## config.mk

```make
export PLATFORM = sky130hd
export DESIGN_NAME = instr_fetch_unit_flat
export DESIGN_NICKNAME = d
export VERILOG_FILES = /design/src/rtl/instr_fetch_unit_pkg.sv /design/src/rtl/instr_fetch_unit_if.sv /design/src/rtl/instr_fetch_unit_next_pc_gen.sv /design/src/rtl/instr_fetch_unit.sv /design/src/flat_wrapper.sv
export SDC_FILE = /design/constraint.sdc
export NUM_CORES = 1
export LEC_CHECK = 0
export ABC_CLOCK_PERIOD_IN_PS = 3800
export CAP_MARGIN = 15
export CORE_MARGIN = 2
export CORE_UTILIZATION = 44
export DETAILED_ROUTE_END_ITERATION = 8
export PLACE_DENSITY = 0.82
export SYNTH_ARGS = -nofsm -noshare
export SYNTH_HDL_FRONTEND = slang
export SYNTH_SLANG_ARGS = --single-unit
```

## constraint.sdc

```tcl
create_clock -name CLK -period 3.8 [get_ports CLK]
set_input_delay 0.57 -clock CLK [delete_from_list [all_inputs] [get_ports CLK]]
set_output_delay 0.57 -clock CLK [all_outputs]
set_load 0.02 [all_outputs]
```

## src/rtl/instr_fetch_unit_pkg.sv

```systemverilog
// Shared constants for the instruction fetch unit: FSM state encodings,
// halt cause codes, the reset NOP and the control-flow bundle for next-PC selection.
package instr_fetch_unit_pkg;

  localparam logic [1:0] ST_FETCH = 2'd0;
  localparam logic [1:0] ST_EXEC  = 2'd1;
  localparam logic [1:0] ST_HALT  = 2'd2;

  localparam logic [1:0] CAUSE_NONE     = 2'b00;
  localparam logic [1:0] CAUSE_UNDEF    = 2'b01;
  localparam logic [1:0] CAUSE_MISALIGN = 2'b10;
  localparam logic [1:0] CAUSE_TIMEOUT  = 2'b11;

  localparam logic [31:0] NOP_INSTR = 32'h0000_0013;

  typedef struct packed {
    logic branch;
    logic branch_taken;
    logic jump;
    logic jalr;
  } flow_ctrl_t;

endpackage

```

## src/rtl/instr_fetch_unit_if.sv

```systemverilog
// Instruction-memory fetch port: request/address from the fetch unit,
// ready/data back from the memory.
interface instr_fetch_unit_if #(
  parameter int XLEN = 32
) ();

  logic            IMEM_Req;
  logic [XLEN-1:0] IMEM_Addr;
  logic            IMEM_Rdy;
  logic [31:0]     IMEM_Data;

  modport master (
    output IMEM_Req,
    output IMEM_Addr,
    input  IMEM_Rdy,
    input  IMEM_Data
  );

  modport slave (
    input  IMEM_Req,
    input  IMEM_Addr,
    output IMEM_Rdy,
    output IMEM_Data
  );

endinterface

```

## src/rtl/instr_fetch_unit_next_pc_gen.sv

```systemverilog
// Combinational next-PC selection: JALR > JAL > taken branch > PC+4,
// plus a flag when the chosen target is not word aligned.
module instr_fetch_unit_next_pc_gen
  import instr_fetch_unit_pkg::*;
#(
  parameter int XLEN = 32
) (
  input  logic [XLEN-1:0] pc,
  input  logic [XLEN-1:0] imm_ext,
  input  logic [XLEN-1:0] alu_result,
  input  flow_ctrl_t      flow,
  output logic [XLEN-1:0] pc_plus4,
  output logic [XLEN-1:0] target,
  output logic            misaligned
);

  assign pc_plus4 = pc + XLEN'(4);

  // NOTE: target gets a default before any branch so this block can never infer a latch.
  always_comb begin
    target = pc_plus4;
    if (flow.jump && flow.jalr) begin
      target = alu_result & ~XLEN'(1);
    end else if (flow.jump || (flow.branch && flow.branch_taken)) begin
      target = pc + imm_ext;
    end
  end

  assign misaligned = (target[1:0] != 2'b00);

endmodule

```

## src/rtl/instr_fetch_unit.sv

```systemverilog
// Fetch stage of the single-cycle core: owns the PC, runs FETCH -> EXEC -> FETCH,
// and freezes in HALT on an undefined instruction, misaligned target or fetch timeout.
module instr_fetch_unit
  import instr_fetch_unit_pkg::*;
#(
  parameter int              XLEN         = 32,
  parameter logic [XLEN-1:0] RESET_VECTOR = '0,
  parameter int              MAX_WAIT     = 15
) (
  input  logic                CLK,
  input  logic                rst_n,
  instr_fetch_unit_if.master  imem,
  output logic [31:0]         Instr,
  output logic                Instr_Valid,
  output logic [XLEN-1:0]     PC,
  output logic [XLEN-1:0]     PC_Plus4,
  input  logic                EN_PC,
  input  logic                Branch,
  input  logic                Branch_Taken,
  input  logic                Jump,
  input  logic                Jalr,
  input  logic [XLEN-1:0]     Imm_Ext,
  input  logic [XLEN-1:0]     ALU_Result,
  input  logic                undef_instr,
  output logic                Halted,
  output logic [1:0]          Halt_Cause
);

  localparam int CW = $clog2(MAX_WAIT + 1);

  logic [1:0]      state;
  logic [CW-1:0]   wait_cnt;
  logic [XLEN-1:0] target;
  logic            misaligned;
  flow_ctrl_t      flow;

  assign flow = '{branch: Branch, branch_taken: Branch_Taken, jump: Jump, jalr: Jalr};

  instr_fetch_unit_next_pc_gen #(
    .XLEN(XLEN)
  ) u_next_pc_gen (
    .pc         (PC),
    .imm_ext    (Imm_Ext),
    .alu_result (ALU_Result),
    .flow       (flow),
    .pc_plus4   (PC_Plus4),
    .target     (target),
    .misaligned (misaligned)
  );

  // The request is gated by rst_n so it drops the instant reset asserts mid-fetch.
  assign imem.IMEM_Req  = rst_n && (state == ST_FETCH);
  assign imem.IMEM_Addr = PC;
  assign Instr_Valid    = (state == ST_EXEC);
  assign Halted         = (state == ST_HALT);

  // NOTE: all state is updated with non-blocking assignments so every register samples pre-edge values.
  always_ff @(posedge CLK or negedge rst_n) begin
    if (!rst_n) begin
      state      <= ST_FETCH;
      PC         <= RESET_VECTOR;
      Instr      <= NOP_INSTR;
      Halt_Cause <= CAUSE_NONE;
      wait_cnt   <= '0;
    end else begin
      case (state)
        ST_FETCH: begin
          // At most MAX_WAIT fetch cycles; Rdy on the last of them still wins.
          if (imem.IMEM_Rdy) begin
            Instr    <= imem.IMEM_Data;
            wait_cnt <= '0;
            state    <= ST_EXEC;
          end else if (wait_cnt == CW'(MAX_WAIT - 1)) begin
            state      <= ST_HALT;
            Halt_Cause <= CAUSE_TIMEOUT;
          end else begin
            wait_cnt <= wait_cnt + CW'(1);
          end
        end
        ST_EXEC: begin
          if (undef_instr) begin
            state      <= ST_HALT;
            Halt_Cause <= CAUSE_UNDEF;
          end else if (!EN_PC) begin
            state <= ST_FETCH;
          end else if (misaligned) begin
            state      <= ST_HALT;
            Halt_Cause <= CAUSE_MISALIGN;
          end else begin
            PC    <= target;
            state <= ST_FETCH;
          end
        end
        ST_HALT: begin
          state <= ST_HALT;
        end
        default: begin
          state <= ST_HALT;
        end
      endcase
    end
  end

endmodule

```

## src/flat_wrapper.sv

```systemverilog
// flat-port wrapper written by rule: the top's interface ports become plain ports
module instr_fetch_unit_flat import instr_fetch_unit_pkg::*;
#(
  parameter int              XLEN         = 32,
  parameter logic [XLEN-1:0] RESET_VECTOR = '0,
  parameter int              MAX_WAIT     = 15
)
  (CLK, rst_n, Instr, Instr_Valid, PC, PC_Plus4, EN_PC, Branch, Branch_Taken, Jump, Jalr, Imm_Ext, ALU_Result, undef_instr, Halted, Halt_Cause, imem_IMEM_Req, imem_IMEM_Addr, imem_IMEM_Rdy, imem_IMEM_Data);
  instr_fetch_unit_if #(.XLEN(XLEN)) imem_i ();
  input  logic CLK;
  input  logic rst_n;
  output logic [31:0] Instr;
  output logic Instr_Valid;
  output logic [XLEN-1:0] PC;
  output logic [XLEN-1:0] PC_Plus4;
  input  logic EN_PC;
  input  logic Branch;
  input  logic Branch_Taken;
  input  logic Jump;
  input  logic Jalr;
  input  logic [XLEN-1:0] Imm_Ext;
  input  logic [XLEN-1:0] ALU_Result;
  input  logic undef_instr;
  output logic Halted;
  output logic [1:0] Halt_Cause;
  output wire logic [$bits(imem_i.IMEM_Req)-1:0] imem_IMEM_Req;
  output wire logic [$bits(imem_i.IMEM_Addr)-1:0] imem_IMEM_Addr;
  input wire logic [$bits(imem_i.IMEM_Rdy)-1:0] imem_IMEM_Rdy;
  input wire logic [$bits(imem_i.IMEM_Data)-1:0] imem_IMEM_Data;
  assign imem_IMEM_Req = imem_i.IMEM_Req;
  assign imem_IMEM_Addr = imem_i.IMEM_Addr;
  assign imem_i.IMEM_Rdy = imem_IMEM_Rdy;
  assign imem_i.IMEM_Data = imem_IMEM_Data;
  instr_fetch_unit #(.XLEN(XLEN), .RESET_VECTOR(RESET_VECTOR), .MAX_WAIT(MAX_WAIT)) u_core (.CLK(CLK), .rst_n(rst_n), .imem(imem_i), .Instr(Instr), .Instr_Valid(Instr_Valid), .PC(PC), .PC_Plus4(PC_Plus4), .EN_PC(EN_PC), .Branch(Branch), .Branch_Taken(Branch_Taken), .Jump(Jump), .Jalr(Jalr), .Imm_Ext(Imm_Ext), .ALU_Result(ALU_Result), .undef_instr(undef_instr), .Halted(Halted), .Halt_Cause(Halt_Cause));
endmodule
```

==> results.md <==
- Sequential fraction of the synthesis area: 31.4%
- Critical Path AT: 3.02 ns
- Post-DRT Antenna Nets: 0
- PwrDens: 229 mW/mm^2
- Wire per inst: 18.6 um
- Via count: 5953
- Final antenna diode count: 0
- Row cnt: 41
- DPL Wire Length: 14.5 mm
- Postcts setup bufs: 0
- Worst Hold Class: in2async
- CTS buffer count: 9
- Routed wire length: 19.5 mm
- Nets@finish: 1008
- Syn_area_per_cell: 8.69 sq um
- Worst skew pair latency: 0.35 ns
- Yosys top cell by area: dfrtp_1
- Clock Tree Buf Depth: 2
- Initial antenna violation count: 0
- CP startpoint kind: flop
- Synth warn: 0
- Logic pwr share: 13.9%
- Clk root buf: clkbuf_16
- CP max-delay cell: clkdlybuf4s50_1
- Clock power frac: 46.5%
- Final core occ: 66.6%
- Sw power: 0.000508 W
- Asr flop ratio synth: 100%
- Sequential Power Share: 39.6%
- RSZ-0062 raised after global routing: false
- Final hold vios: 0
- Distinct cells, synth: 69
- Count leader, synth: nand2_1
- Post-synth top cells: 76 x nand2_1, 69 x dfrtp_1, 51 x o21ai_0
- PostCTS Resize Cnt: 0
- Layout cell share with drive strength beyond 1: 9.74%
- Net Sw Frac: 26.2%
- DIE AREA: 0.0140 sq mm
- Clock Skew: 0.00728 ns
- CTS clk-pin slew, worst paths: 0.07 ns
- Dpl ws: 0.421 ns
- Initial Util: 45.4%
- Global-route wire length before repair: 30.7 mm
- Final period util: 94.5%
- Area Growth Syn to Fin: 46.6%
- Top_reg_cell synth: dfrtp_1
- Die Ht: 118 um
- Detailed Routing Iterations Pass 1: 5
- Total track usage: 27.4%
- # fillers: 1073
- DRC viols: 0
- Post-DP Area: 0.00813 sq mm
- Critical path, cell by cell: and4_1 -> nand4_2 -> nor4_2 -> nand4_1 -> xnor2_2 -> clkdlybuf4s50_1
- P_int: 0.00143 W
- DR vias/cell: 5.70
- Synth Instances: 662
- Worst path max stage delay: 0.64 ns
- Syn nets: 802
- Design area: 0.00843 sq mm
- EDFF count, synth: 0
- Pwr Total: 0.00194 W
- Synthesized flop and latch total: 72
- Final-report setup violation count: 0
- TritonCTS Sinks: 72
- Initial DRC count: 456
- Post-CTS Hold Buffers: 0
- Yosys top cell area share: 30.0%
- Htree depth: 3
- Largest net degree at the start of global routing: 73
- DIE WIDTH: 118 um
- Relative slew margins: 33.9%
- Fmax: 0.279 GHz
- Max Cap Violations: 0
- Critical path type: reg2out
- Ports: 238
- Critical Path Sink Type: primary output
- Vias in the first global route: 5711
- Ranking of synthesized cells by area: dfrtp_1 30%, ha_1 7.4%, mux2_2 6.3%
- Setup TNS Final: 0 ns
- Area of the core: 0.0127 sq mm
- Worst setup margin: 0.210 ns
- CP required: 3.23 ns
- P_leak: 3.60 nW
- Tmin final: 3.59 ns
- Max VDD drop: 0.000179 V
- Mapped cell area: 0.00575 sq mm
- CTS tree: yes
- Final Wtd Congestion: 0.900
- Slew Viols, Final: 0
- Port-buffer cells: 236
- Total gr overflow: 0
- CP Max Fanout: 7
- Slew @ Worst Pin: 0.991 ns
- Status: complete, no violations
- R2R depth: 10
[layout make-up]
class	instances	area, sq um	share of cell area, %
Clock buffer	9	225	2.67
Clock inverter	7	78.8	0.935
Inverter	14	52.6	0.623
Multi-Input combinational cell	520	3570	42.4
Sequential cell	72	1810	21.4
Tap cell	172	215	2.55
Timing Repair Buffer	251	2480	29.5
[power by group through the flow]
stage	Combinational (W)	Clock (W)	Sequential (W)
global placement	0.000262	0	0.000781
CTS	0.000268	0.000908	0.000766
finish	0.000269	0.000899	0.000766
detailed placement	0.000266	0	0.000781
global route	0.000291	0.000945	0.000766
floorplan	0.000105	0	0.000781
[logic make-up (layout without fill, tap and decap cells)]
family                   after synthesis  after routing  share of synthesized area, %
AO/OA/AOI/OAI                        194            194                          21.7
XOR/XNOR                              48             48                          7.44
adder cells (fa/ha/maj)               35             35                          7.74
buffers and inverters                 70            281                          6.79
flip-flops                            72             72                          31.4
multiplexers                          34             34                          6.61
AND/OR/NAND/NOR                      209            209                          18.3
[worst max-delay path: cells and delay by family, from the launching register on]
| kind | cells | cell delay (ns) |
|---|---|---|
| buf+inv | 1 | 0.64 |
| xor+xnor | 1 | 0.20 |
| flops | 1 | 0.48 |
| simple gates | 4 | 1.34 |
[layer usage]
metal  part of all wire (%)  global-route usage [%]
met1                     43                    36.6
met2                     50                    46.5
met3                    5.5                    2.75
met4                    2.1                    9.26
met5                      0                       0
[state kept, by name, indices dropped and copies added (netlist names)]
signal             count
u_core.Instr          32
u_core.PC             32
u_core.wait_cnt        4
u_core.Halt_Cause      2
u_core.state           2
[placed cells by master (no fill, tap or decap), types with 15 or more instances in the layout]
master	synthesis	layout
mux2_2	32	32
xnor2_1	27	27
nand3_1	17	16
ha_1	34	34
nor2_1	39	39
clkdlybuf4s50_1	0	235
buf_4	34	15
dfrtp_1	69	69
a21oi_1	40	39
xor2_1	20	20
o21ai_0	51	51
nand2_1	76	76
[metrics by stage]
stage	hold WS (ns)	std cells
after floorplan	0.274	662
final	0.483	1045
after detailed placement	0.480	1029
after global routing	0.515	1045
after global placement	0.467	1029
after CTS	0.492	1045
[final timing paths]
kind	startpoint	endpoint	slack, ns
max reg2reg	u_core.PC[0]	u_core.PC[30]	0.82
min reg2reg	u_core.wait_cnt[3]	u_core.wait_cnt[3]	0.48
max	u_core.PC[13]	PC_Plus4[26]	0.21
min	rst_n	u_core.wait_cnt[1]	0.48
max in group asynchronous	rst_n	u_core.PC[17]	2.67
min in group CLK	u_core.wait_cnt[3]	u_core.wait_cnt[3]	0.48
Power figures use the tool's default switching activity.
